<file path="config.mk">
export PLATFORM = sky130hd
export DESIGN_NAME = streaming_pooling_unit
export DESIGN_NICKNAME = d
export VERILOG_FILES = /design/src/rtl/streaming_pooling_unit_pkg.sv /design/src/rtl/streaming_pooling_unit_lane.sv /design/src/rtl/streaming_pooling_unit.sv
export SDC_FILE = /design/constraint.sdc
export NUM_CORES = 1
export LEC_CHECK = 0
export BUFFER_PORTS_ARGS = -buffer_cell sky130_fd_sc_hd__buf_4
export CAP_MARGIN = 40
export CORE_MARGIN = 2
export CORE_UTILIZATION = 40
export DETAILED_ROUTE_END_ITERATION = 7
export MAX_ROUTING_LAYER = met4
export PLACE_DENSITY_LB_ADDON = 0.12
export SYNTH_ARGS = -nofsm -noshare
export SYNTH_HDL_FRONTEND = slang
export SYNTH_HIERARCHICAL = 1
export SYNTH_SLANG_ARGS = --single-unit
</file>
<file path="constraint.sdc">
create_clock -name clk -period 5.06 [get_ports clk]
set_input_delay 1.012 -clock clk [delete_from_list [all_inputs] [get_ports clk]]
set_output_delay 1.012 -clock clk [all_outputs]
set_load 0.01 [all_outputs]
</file>
<file path="src/rtl/streaming_pooling_unit_pkg.sv">
// Shared definitions for the streaming pooling unit: lane-slice macros,
// pooling mode encoding and a constant log2 helper.
`ifndef STREAMING_POOLING_UNIT_PKG_SV
`define STREAMING_POOLING_UNIT_PKG_SV

`define SPU_L(c, w) (((c) + 1) * (w) - 1)
`define SPU_R(c, w) ((c) * (w))

package streaming_pooling_unit_pkg;

  typedef enum logic {
    POOL_MODE_MAX = 1'b0,
    POOL_MODE_AVG = 1'b1
  } pool_mode_e;

  function automatic int clog2(input int value);
    int r;
    r = 32'sd0;
    for (int v = value - 32'sd1; v > 32'sd0; v = v >> 1) begin
      r = r + 32'sd1;
    end
    return r;
  endfunction

endpackage

`endif

</file>
<file path="src/rtl/streaming_pooling_unit_lane.sv">
// One pooling lane: accumulator plus compare/add datapath and the final
// averaging shift. The result is formed from the post-update accumulator.
module pool_lane
  import streaming_pooling_unit_pkg::*;
#(
  parameter int D_WIDTH = 16,
  parameter int WINDOW  = 4,
  parameter int SIGNED  = 0
) (
  input  logic               clk,
  input  logic               rst_n,
  input  logic               clear,
  input  logic               load,
  input  logic               first,
  input  pool_mode_e         mode,
  input  logic [D_WIDTH-1:0] elem,
  output logic [D_WIDTH-1:0] result
);

  localparam int SHIFT   = clog2(WINDOW);
  localparam int A_WIDTH = D_WIDTH + SHIFT;

  logic [A_WIDTH-1:0] acc_r;
  logic [A_WIDTH-1:0] ext_s;
  logic [A_WIDTH-1:0] acc_next_s;
  logic [D_WIDTH-1:0] shifted_s;
  logic               greater_s;

  // Widen the element and compare it against the running value.
  always_comb begin
    ext_s     = '0;
    greater_s = 1'b0;
    if (SIGNED != 0) begin
      ext_s     = {{SHIFT{elem[D_WIDTH-1]}}, elem};
      greater_s = $signed(ext_s) > $signed(acc_r);
    end else begin
      ext_s     = {{SHIFT{1'b0}}, elem};
      greater_s = ext_s > acc_r;
    end
  end

  // Next accumulator value; ties in max mode keep the stored value.
  always_comb begin
    acc_next_s = acc_r;
    if (first) begin
      acc_next_s = ext_s;
    end else if (mode == POOL_MODE_AVG) begin
      acc_next_s = acc_r + ext_s;
    end else if (greater_s) begin
      acc_next_s = ext_s;
    end else begin
      acc_next_s = acc_r;
    end
  end

  // Window result: divide by WINDOW (floor) in average mode, raw value in max mode.
  always_comb begin
    shifted_s = '0;
    result    = '0;
    if (SIGNED != 0) begin
      shifted_s = D_WIDTH'($signed(acc_next_s) >>> SHIFT);
    end else begin
      shifted_s = D_WIDTH'(acc_next_s >> SHIFT);
    end
    if (mode == POOL_MODE_AVG) begin
      result = shifted_s;
    end else begin
      result = acc_next_s[D_WIDTH-1:0];
    end
  end

  // Accumulator register; a flush drops the partial window.
  always_ff @(posedge clk or negedge rst_n) begin
    if (!rst_n) begin
      acc_r <= '0;
    end else if (clear) begin
      acc_r <= '0;
    end else if (load) begin
      acc_r <= acc_next_s;
    end else begin
      acc_r <= acc_r;
    end
  end

endmodule

</file>
<file path="src/rtl/streaming_pooling_unit.sv">
// Multi-channel streaming pooling engine: reduces every WINDOW input beats to
// one max or average result per lane, with valid/ready on both sides.
module streaming_pooling_unit
  import streaming_pooling_unit_pkg::*;
#(
  parameter int CHANNELS = 4,
  parameter int D_WIDTH  = 16,
  parameter int WINDOW   = 4,
  parameter int SIGNED   = 0
) (
  input  logic                        clk,
  input  logic                        rst_n,
  input  logic                        clear,
  input  logic                        mode,
  input  logic                        in_valid,
  output logic                        in_ready,
  input  logic [CHANNELS*D_WIDTH-1:0] in_data,
  output logic                        out_valid,
  input  logic                        out_ready,
  output logic [CHANNELS*D_WIDTH-1:0] out_data
);

  localparam int CW = clog2(WINDOW);
  localparam logic [CW-1:0] LAST_BEAT = CW'(WINDOW - 1);

  logic [CW-1:0]               cnt_r;
  pool_mode_e                  mode_r;
  pool_mode_e                  mode_eff_s;
  logic                        out_valid_r;
  logic [CHANNELS*D_WIDTH-1:0] out_data_r;
  logic [CHANNELS*D_WIDTH-1:0] results_s;
  logic                        in_fire_s;
  logic                        out_fire_s;
  logic                        first_s;
  logic                        last_s;

  // Ready frees up in the same cycle the held result drains.
  assign in_ready  = !out_valid_r || out_ready;
  assign out_valid = out_valid_r;
  assign out_data  = out_data_r;

  // Handshake decode; a flush cycle swallows any input beat.
  always_comb begin
    in_fire_s  = in_valid && in_ready && !clear;
    out_fire_s = out_valid_r && out_ready;
    first_s    = (cnt_r == '0);
    last_s     = in_fire_s && (cnt_r == LAST_BEAT);
    if (first_s) begin
      mode_eff_s = pool_mode_e'(mode);
    end else begin
      mode_eff_s = mode_r;
    end
  end

  for (genvar g = 0; g < CHANNELS; g++) begin : g_lane
    pool_lane #(
      .D_WIDTH(D_WIDTH),
      .WINDOW (WINDOW),
      .SIGNED (SIGNED)
    ) u_lane (
      .clk   (clk),
      .rst_n (rst_n),
      .clear (clear),
      .load  (in_fire_s),
      .first (first_s),
      .mode  (mode_eff_s),
      .elem  (in_data[`SPU_L(g, D_WIDTH):`SPU_R(g, D_WIDTH)]),
      .result(results_s[`SPU_L(g, D_WIDTH):`SPU_R(g, D_WIDTH)])
    );
  end

  // Beat counter, mode latch and output register.
  always_ff @(posedge clk or negedge rst_n) begin
    if (!rst_n) begin
      cnt_r       <= '0;
      mode_r      <= POOL_MODE_MAX;
      out_valid_r <= 1'b0;
      out_data_r  <= '0;
    end else if (clear) begin
      cnt_r       <= '0;
      out_valid_r <= 1'b0;
    end else begin
      if (in_fire_s) begin
        if (last_s) begin
          cnt_r <= '0;
        end else begin
          cnt_r <= cnt_r + CW'(1'b1);
        end
        if (first_s) begin
          mode_r <= mode_eff_s;
        end
      end
      if (last_s) begin
        out_valid_r <= 1'b1;
        out_data_r  <= results_s;
      end else if (out_fire_s) begin
        out_valid_r <= 1'b0;
      end
    end
  end

endmodule

</file>
* Word level (Yosys, flattened, before mapping)
Index checks and enable logic that the tools add are counted.
Widths: inputs -> output; s select.
** Storage, ports and cells
- Bits of input ports :: 70
- Logic and storage cells :: 62
- Register bits :: 140
- Output and inout port bits :: 66
** Operators by class
- Bitwise gates (word level) :: 1
- Order comparisons :: 4
- Mux-type cells :: 31
- Reduce and logical (&&, ||, !) cells :: 12
- Add/subtract/negate cells :: 5
- Eq/ne operators :: 1
** Operators by type and width (number)
- $mux 18 :: 20
- $add 18x16->18 :: 4
- $gt 16x18->1 :: 4
- $mux 16 :: 4
- $mux 2 :: 3
- $logic_and 1x1->1 :: 4
- $mux 1 :: 4
- $reduce_and 3->1 :: 1
- $reduce_bool 3->1 :: 1
- $add 2x1->2 const B :: 1
- $eq 2x2->1 const B :: 1
- $logic_not 1->1 :: 2
- $logic_not 2->1 :: 1
- $reduce_and 2->1 :: 1
- $reduce_bool 2->1 :: 1
- $logic_or 1x1->1 :: 1
- $not 1->1 :: 1

* Longest topological paths before layout
Gate-level depths: netlist of run 1.
- Depth after elaboration :: 8
- Gate-level depth with buffers :: 13
- Gate-level depth less buffers :: 11

* By module
The synthesis of run 1 kept the hierarchy.
** Modules (own cells, without submodules)
- pool_lane (g_lane[0].u_lane ...) :: cells an instance 367, times used 3, sequential area each 450.4 um^2, area each 2775.2 um^2
- pool_lane (g_lane[3].u_lane) :: cells an instance 369, times used 1, sequential area each 450.4 um^2, area each 2855.2 um^2
- streaming_pooling_unit :: cells an instance 159, times used 1, sequential area each 1701.6 um^2, area each 2821.5 um^2

* Worst setup path after synthesis of run 1
OpenSTA, ideal clock, no wires.
- Path kind :: input to register
- Start point :: input in_data[58]
- End point :: register out_data_r[50], in the netlist out_data[50]
- Cell stages on the path :: 11
- Buffers on the path :: 2
- Setup time :: 0.125 ns
- Setup slack :: 1.536 ns
- Data arrival time :: 3.399 ns
- Data required time :: 4.935 ns
- Cell sequence :: ha_1 clkbuf_1 nand3_1 or4_4 nor4_4 nor2_1 clkbuf_1 o21ai_0 a21oi_1 mux2_2 mux2_2
** Between the ends
- Longest elaborated chain between the ends :: 5
** RTL lines
- start, declared :: line streaming_pooling_unit.sv:17 : input logic [CHANNELS*D_WIDTH-1:0] in_data,
- $gt 16x18->1 :: line streaming_pooling_unit_lane.sv:38 : greater_s = ext_s > acc_r;
- $mux 18 :: line streaming_pooling_unit_lane.sv:49 : end else if (greater_s) begin
- $mux 18 :: line streaming_pooling_unit_lane.sv:47 : end else if (mode == POOL_MODE_AVG) begin
- $mux 18 :: line streaming_pooling_unit_lane.sv:45 : if (first) begin
- $mux 16 :: line streaming_pooling_unit_lane.sv:65 : if (mode == POOL_MODE_AVG) begin
- via results_s[50] :: line streaming_pooling_unit.sv:31 : logic [CHANNELS*D_WIDTH-1:0] results_s;
- end signal, assigned :: line streaming_pooling_unit.sv:95 : out_data_r <= results_s;
- end, declared :: line streaming_pooling_unit.sv:30 : logic [CHANNELS*D_WIDTH-1:0] out_data_r;
The timed path passes the listed nets, and every way through them passes these cells.
A chain may end at the register's enable or synchronous reset.

* Worst setup path in the final report of run 1
- Start point :: input in_data[7]
- End point :: register out_data_r[15], in the netlist out_data[15]
** Between the ends
- Longest elaborated chain between the ends :: 5
- Elaborated cells between the ends (all ways) :: 6
- Classes of those cells :: 1 x add/sub; 1 x order compare; 4 x mux
** RTL lines (line)
- $gt 16x18->1 :: streaming_pooling_unit_lane.sv:38
- $mux 18 :: streaming_pooling_unit_lane.sv:49
- $mux 18 * :: streaming_pooling_unit_lane.sv:47
- $mux 18 * :: streaming_pooling_unit_lane.sv:45
- $mux 16 * :: streaming_pooling_unit_lane.sv:65
- via results_s[15] :: streaming_pooling_unit.sv:31
The timed path passes the listed nets; every way through them passes the cells marked *.

==> results of run 1 <==
[layout make-up]
| class | instances | area, µm² | area share (%) |
|---|---|---|---|
| Multi-Input combinational cell | 1254 | 9500 | 59.5 |
| Sequential cell | 140 | 3500 | 22.0 |
| Timing Repair Buffer | 168 | 1310 | 8.21 |
| Tap cell | 455 | 569 | 3.57 |
| Inverter | 132 | 495 | 3.11 |
| Clock buffer | 18 | 429 | 2.69 |
| Clock inverter | 13 | 144 | 0.902 |
| Antenna cell | 1 | 2.50 | 0.0157 |
[final timing paths]
| path | start | end | slack, ps | cells after the start |
|---|---|---|---|---|
| max in group asynchronous | rst_n | out_data[32] | 3520 | 3 |
| min reg2reg | mode_r | mode_r | 510 | 1 |
| max reg2reg | g_lane[0].u_lane/acc_r[7] | out_data[15] | 1540 | 11 |
| min | rst_n | out_data[53] | 380 | 1 |
| max | in_data[7] | out_data[15] | 1300 | 11 |
| min in group clk | mode_r | mode_r | 510 | 1 |
[Yosys cell counts, types with 17 or more instances]
library cell    n  area share [%]
o31ai_1        19             1.0
nand2b_1       25             1.1
a211oi_1       33             1.8
mux2i_1        30             2.1
nor2b_1        21            0.94
a21oi_1       101             3.6
nor2_1        130             3.5
nand3_1        47             1.7
xor2_1         20             1.3
a221oi_1       20             1.3
clkbuf_1       70             1.9
mux2_2         25             2.0
dfrtp_1       140              25
buf_6          18             1.4
o31a_1         30             1.9
o21ai_0        82             2.9
inv_1         131             3.5
o21bai_1       17            0.91
nand4_1        17            0.76
a21o_1         21             1.1
ha_1          130              12
mux2_4         49             5.3
xnor2_1        32             2.0
a311oi_1       23             1.4
a22oi_1        33             1.8
nor3_1         25            0.89
nand2_1        95             2.5
[metrics by stage]
step	utilization [%]	hold slack, ps	area, µm²
floorplan	-	475	14000
global placement	44.4	487	15300
detailed placement	44.5	494	15400
CTS	46.2	353	15900
global route	46.2	354	16000
finish	46.2	378	16000
[report_power, final]
part / leakage (µW) / switching (µW) / internal [µW]
Sequential: 0.00189 / 94.6 / 1240
Combinational: 0.00523 / 1040 / 743
Clock: 0.000269 / 562 / 727
Total: 0.00739 / 1690 / 2710
[flip-flops by register name, indices dropped and copies added, names as in the netlist]
name / count
g_lane.u_lane/acc_r: 72
out_data: 64
cnt_r: 2
mode_r: 1
out_valid: 1
[routing by layer]
metal	part of all wire, %	routed length (µm)	vias to the layer above
met5	0	0	-
met4	1.9	877	0
met3	5.8	2620	63
met2	45	20300	435
met1	47	21200	6255
li1	-	-	6184
[cells by family after synthesis]
family | after synthesis | share of synthesized area (%)
AND/OR/NAND/NOR | 434 | 15.6
flip-flops | 140 | 25.0
adder cells (fa/ha/maj) | 134 | 12.2
XOR/XNOR | 52 | 3.25
buffers and inverters | 235 | 7.36
multiplexers | 104 | 9.41
AO/OA/AOI/OAI | 530 | 27.2
[worst reg2reg max path, delay by kind of cell (launching register included)]
family          cells  cell delay [ps]
compound gates      4             1630
xor+xnor            1              180
fa+ha+maj           1              430
buf+inv             1               60
flops               1              410
mux                 1              300
simple gates        3              390
==> results.md, run 1 <==
- Status: complete, no violations
- Crit path max fanout: 8
- CTS sink count: 140
- GR Util met1: 35.1%
- Die X: 191 µm
- Tcrit/Tclk final: 74.4%
- Total power: 4400 µW
- Row count: 68
- Fmax: 266 MHz
- Root buffer cell: clkbuf_16
- TritonRoute pass-1 iters: 6
- Layout cell share with drive strength beyond 1: 17.9%
- Delay-heaviest family, CP: compound AO/OA/AOI/OAI gates
- Slew Limit Fails: 0
- Syn_area_per_cell: 8.60 µm²
- Vias in the first global route: 12.6k
- Post-CTS Hold Fix Bufs: 0
- Area delta synth->final: 13.9%
- Number of H-tree levels: 4
- Hold Fails Final Rpt: 0
- Synth Net Count: 1833
- Final ANT Viol Nets: 0
- Gr ovfl total: 0
- Worst min-delay path class: input pin to async pin
- CTS tree: done
- Worst VDD drop: 258 µV
- Most common cell after layout, fill and taps aside: buf_4
- Die area: 36500 µm²
- Clock transition at the registers of the reported paths: 60 ps
- WL final: 45000 µm
- Largest net degree at the start of global routing: 166
- Worst Setup End Kind: flip-flop
- M3 GR Usage: 4.11%
- Critical-path cell list: buf_4 -> ha_1 -> nor2_1 -> a221oi_1 -> nor2_1 -> a2111oi_0 -> nor2_1 -> a21oi_1 -> xor2_1 -> o22ai_1 -> mux2_4
- Asr flop ratio synth: 100%
- RePlAce Congestion: 0.907
- First-pass GRT wire length: 71300 µm
- Final worst setup slack: 1300 ps
- Most frequent cells in the layout: buf_4, dfrtp_1, inv_1, nor2_1, ha_1
- Total CTS buffers: 17
- IO buf count: 135
- Yosys warnings: 6
- IO Count: 136
- Critical path type: input pin to flip-flop
- DR iter-0 viols: 945
- Cells after DPL: 2149
- Met2 Track Usage GR: 38.9%
- GR peak layer: met2
- Core area: 34500 µm²
- #FFs+latches synth: 140
- Unique masters post-synth: 81
- GRT Util Overall: 25.6%
- Post-Place Setup Slack: 910 ps
- Buffers and inverters on the worst path: 1
- Number of synthesized flops with an enable pin: 0
- Final setup vio count: 0
- Initial antenna violation count: 1
- Clk_lat worst skew: 450 ps
- Sequential cell area fraction in the yosys report: 25.0%
- Post-route setup TNS: 0 ps
- Final Critical Period: 3760 ps
- Post-Layout Cell Count: 2181
- Nets: 1917
- Clock skew: 10.6 ps
- Worst-case clock buffer depth: 2
- DR WL/cell: 20.6 µm
- Post-Syn Area: 14000 µm²
- Worst-Margin Slew: 923 ps
- RSZ-0062 raised after global routing: false
- Synth Instances: 1629
- Setup Buffers After CTS: 0
- # resized after CTS: 0
- Worst path most repeated cell: nor2_1
- Die H: 191 µm
- DR vias/cell: 5.93
- PD cells: 276 nW/µm²
- Slowest Stage Delay on Critical Path: 830 ps
- Ys flop type: dfrtp_1
- WP data arrival: 4090 ps
- Dpl hpwl: 31400 µm
- Residual DRC: 0
- Max-cap violations: 0
- Worst path slowest cell: a2111oi_0
- P_leak: 0.00739 µW
- Startpoint types: input pin
- Filler instances: 3409
- Max_slew headroom: 36.9%
- Worst Path Required: 5390 ps
- Initial Utilization: 40.5%
- Via count: 12.9k
No activity file was read; power rests on OpenSTA's default activity.
==> inputs of run 2 (changes only) <==
- ABC_AREA: not set -> 1
- clock period: 5.06 -> 3.56 ns (I/O delays scaled with it)
==> run 2 against run 1 <==
  * Utilization decreased by 0.68 points
  * Via count increased by 22%
  * Non-clock buffer count unchanged
  * Largest power group unchanged
  * Highest routed layer unchanged
==> results.md, run 2 <==
- Status: complete, no violations
- Residual DRC: 0
- Final ANT Viol Nets: 0
- Buffers and inverters on the worst path: 1
- Final setup vio count: 0
- Dpl hpwl: 37500 µm
- Filler instances: 4000
- RePlAce Congestion: 0.982
- Post-route setup TNS: 0 ps
- Clock skew: 11.5 ps
- Sequential cell area fraction in the yosys report: 23.2%
- Sequential cell fraction of total power: 26.7%
- DR WL/cell: 17.0 µm
- Count leader, synth: nand2_1
- Root buffer cell: clkbuf_16
- IO buf count: 135
- Worst Hold Margin: 192 ps
- Top cells by count, synth: nand2_1, nand3_1, inv_1
- Startpoint types: flip-flop
- RSZ-0062 raised after global routing: false
- Worst path slowest cell: ha_1
- IO Count: 136
- Tcrit/Tclk final: 79.2%
- Post-Syn Area: 15100 µm²
- Ys flop type: dfrtp_1
- Core area: 37500 µm²
- WP data arrival: 3160 ps
- Number of H-tree levels: 4
- Number of synthesized flops with an enable pin: 0
- Setup Buffers After CTS: 0
- Worst min-delay path class: input pin to async pin
- Vias in the first global route: 15.1k
- Layout cell share with drive strength beyond 1: 14.6%
- Synth Instances: 2342
- Slowest Stage Delay on Critical Path: 440 ps
- Gate power share: 49.5%
- RR Startpoint: g_lane[1].u_lane/acc_r[15]
- Worst R2R End: out_data[20]
- Slew Limit Fails: 0
- Worst VDD drop: 358 µV
- Die area: 39400 µm²
- Max_slew headroom: 44.4%
- Biggest register: g_lane.u_lane/acc_r
- Critical path type: flip-flop to flip-flop
- Most frequent cells in the layout: nand2_1, nand3_1, inv_1, buf_4, dfrtp_1
- PD cells: 451 nW/µm²
- CTS sink count: 140
- Worst Path Required: 3910 ps
- Most common cell after layout, fill and taps aside: nand2_1
- Fmax: 355 MHz
- GRT Util Overall: 26.6%
- Row count: 71
- Max-cap violations: 0
- Clock transition at the registers of the reported paths: 70 ps
- Sw frac: 46.4%
- Nets: 2643
- Hold Fails Final Rpt: 0
- Yosys warnings: 6
- Crit path max fanout: 17
- Clk_lat worst skew: 460 ps
- Worst Setup End Kind: flip-flop
- WL final: 50300 µm
- Clock share of power: 23.8%
- CTS tree: done
- Crit path depth: 15
- Synth top area cells: dfrtp_1, nand2_1, nand3_1, ha_1, inv_1
- Gr ovfl total: 0
- Total power: 7700 µW
- Area delta synth->final: 12.8%
- Worst-case clock buffer depth: 2
- Unique masters post-synth: 44
- Die H: 198 µm
- Initial antenna violation count: 1
- Post-CTS Hold Fix Bufs: 0
- Syn_area_per_cell: 6.46 µm²
- P_leak: 0.00939 µW
- Die X: 198 µm
- Largest net degree at the start of global routing: 82
- Via count: 15.8k
- Total CTS buffers: 17
- Internal: 4120 µW
- Share of the synthesized area in the top cell type: 23.2%
- # resized after CTS: 0
- Final Critical Period: 2820 ps
- Max reg flops: 72
- DR iter-0 viols: 1130
- Critical-path cell list: inv_1 -> ha_1 -> nand2_4 -> nor3_4 -> nand2_2 -> nor2_4 -> nand4_4 -> nand2_4 -> nand2_1 -> nand3_1 -> nand3_1 -> nand3_1 -> nand2_1 -> nand4_1 -> nand2_1
- Initial Utilization: 40.3%
- Synth Net Count: 2546
- Reg-to-reg slack, setup: 740 ps
- DR vias/cell: 5.33
- #FFs+latches synth: 140
- Asr flop ratio synth: 100%
- Yosys top cell by area: dfrtp_1
- Delay-heaviest family, CP: simple AND/OR/NAND/NOR gates
- Worst-Margin Slew: 833 ps
- Reg2Reg Depth: 15
- TritonRoute pass-1 iters: 5
- Sw Pwr: 3570 µW
- First-pass GRT wire length: 80700 µm
==> run 2: changes by cell type after synthesis, moves of 46 or more <==
cell | previous run | this run
nand2_1 | 95 | 719
mux2_4 | 49 | 0
inv_1 | 131 | 286
nand3_2 | 1 | 65
nand3_1 | 47 | 380
nand2_2 | 0 | 46
nand4_1 | 17 | 109
clkbuf_1 | 70 | 23
==> run 2: cell type report <==
type,instances,area [µm²],area share (%)
inverter,295,1110,6.49
clock inverter,15,139,0.814
timing repair buffer,168,1290,7.56
clock buffer,17,425,2.49
antenna,1,2.50,0.0147
sequential,140,3500,20.5
multi-input combinational,1817,9950,58.3
tap,511,639,3.75
==> run 2: kinds of logic after synthesis <==
kind of cell | count (synthesis) | share of synthesized area [%]
adders and majority gates | 134 | 11.3
AOI/OAI and AO/OA | 189 | 6.68
DFF | 140 | 23.2
muxes | 1 | 0.0745
xor gates and xnor gates | 1 | 0.0579
and+or+nand+nor | 1492 | 47.5
buffers and inverters | 385 | 11.2
==> run 2: metal layers <==
metal | part of all wire [%] | vias up | track usage, %
met4 | 2.3 | 0 | 7.96
met2 | 45 | 475 | 42.4
met1 | 47 | 7373 | 35.1
li1 | - | 7870 | -
met5 | 0 | - | -
met3 | 5.9 | 67 | 3.85
==> run 2: worst max path at each step <==
stage / startpoint / end
2_1_floorplan: in_data[63] / out_data[62]
3_3_place_gp: in_data[31] / out_data[19]
3_5_place_dp: in_data[31] / out_data[20]
4_1_cts: g_lane[1].u_lane/acc_r[15] / out_data[20]
5_1_grt: g_lane[1].u_lane/acc_r[15] / out_data[20]
6_report: g_lane[1].u_lane/acc_r[15] / out_data[20]
==> run 2: per-stage QoR <==
step	setup WS, ps	area, µm²	std cells	utilization, %
floorplan	1080	15100	2342	-
CTS	754	17100	2963	45.5
global route	493	17100	2964	45.5
finish	742	17100	2964	45.5
detailed placement	370	16500	2931	44.0
global placement	418	16500	2931	44.0
==> run 2: power groups by stage <==
stage / logic [µW] / registers [µW] / clock network [µW]
floorplan: 2650 / 2100 / 0
global placement: 3750 / 2070 / 0
detailed placement: 3780 / 2080 / 0
CTS: 3800 / 2050 / 1880
global route: 4280 / 2090 / 1930
finish: 3810 / 2060 / 1830
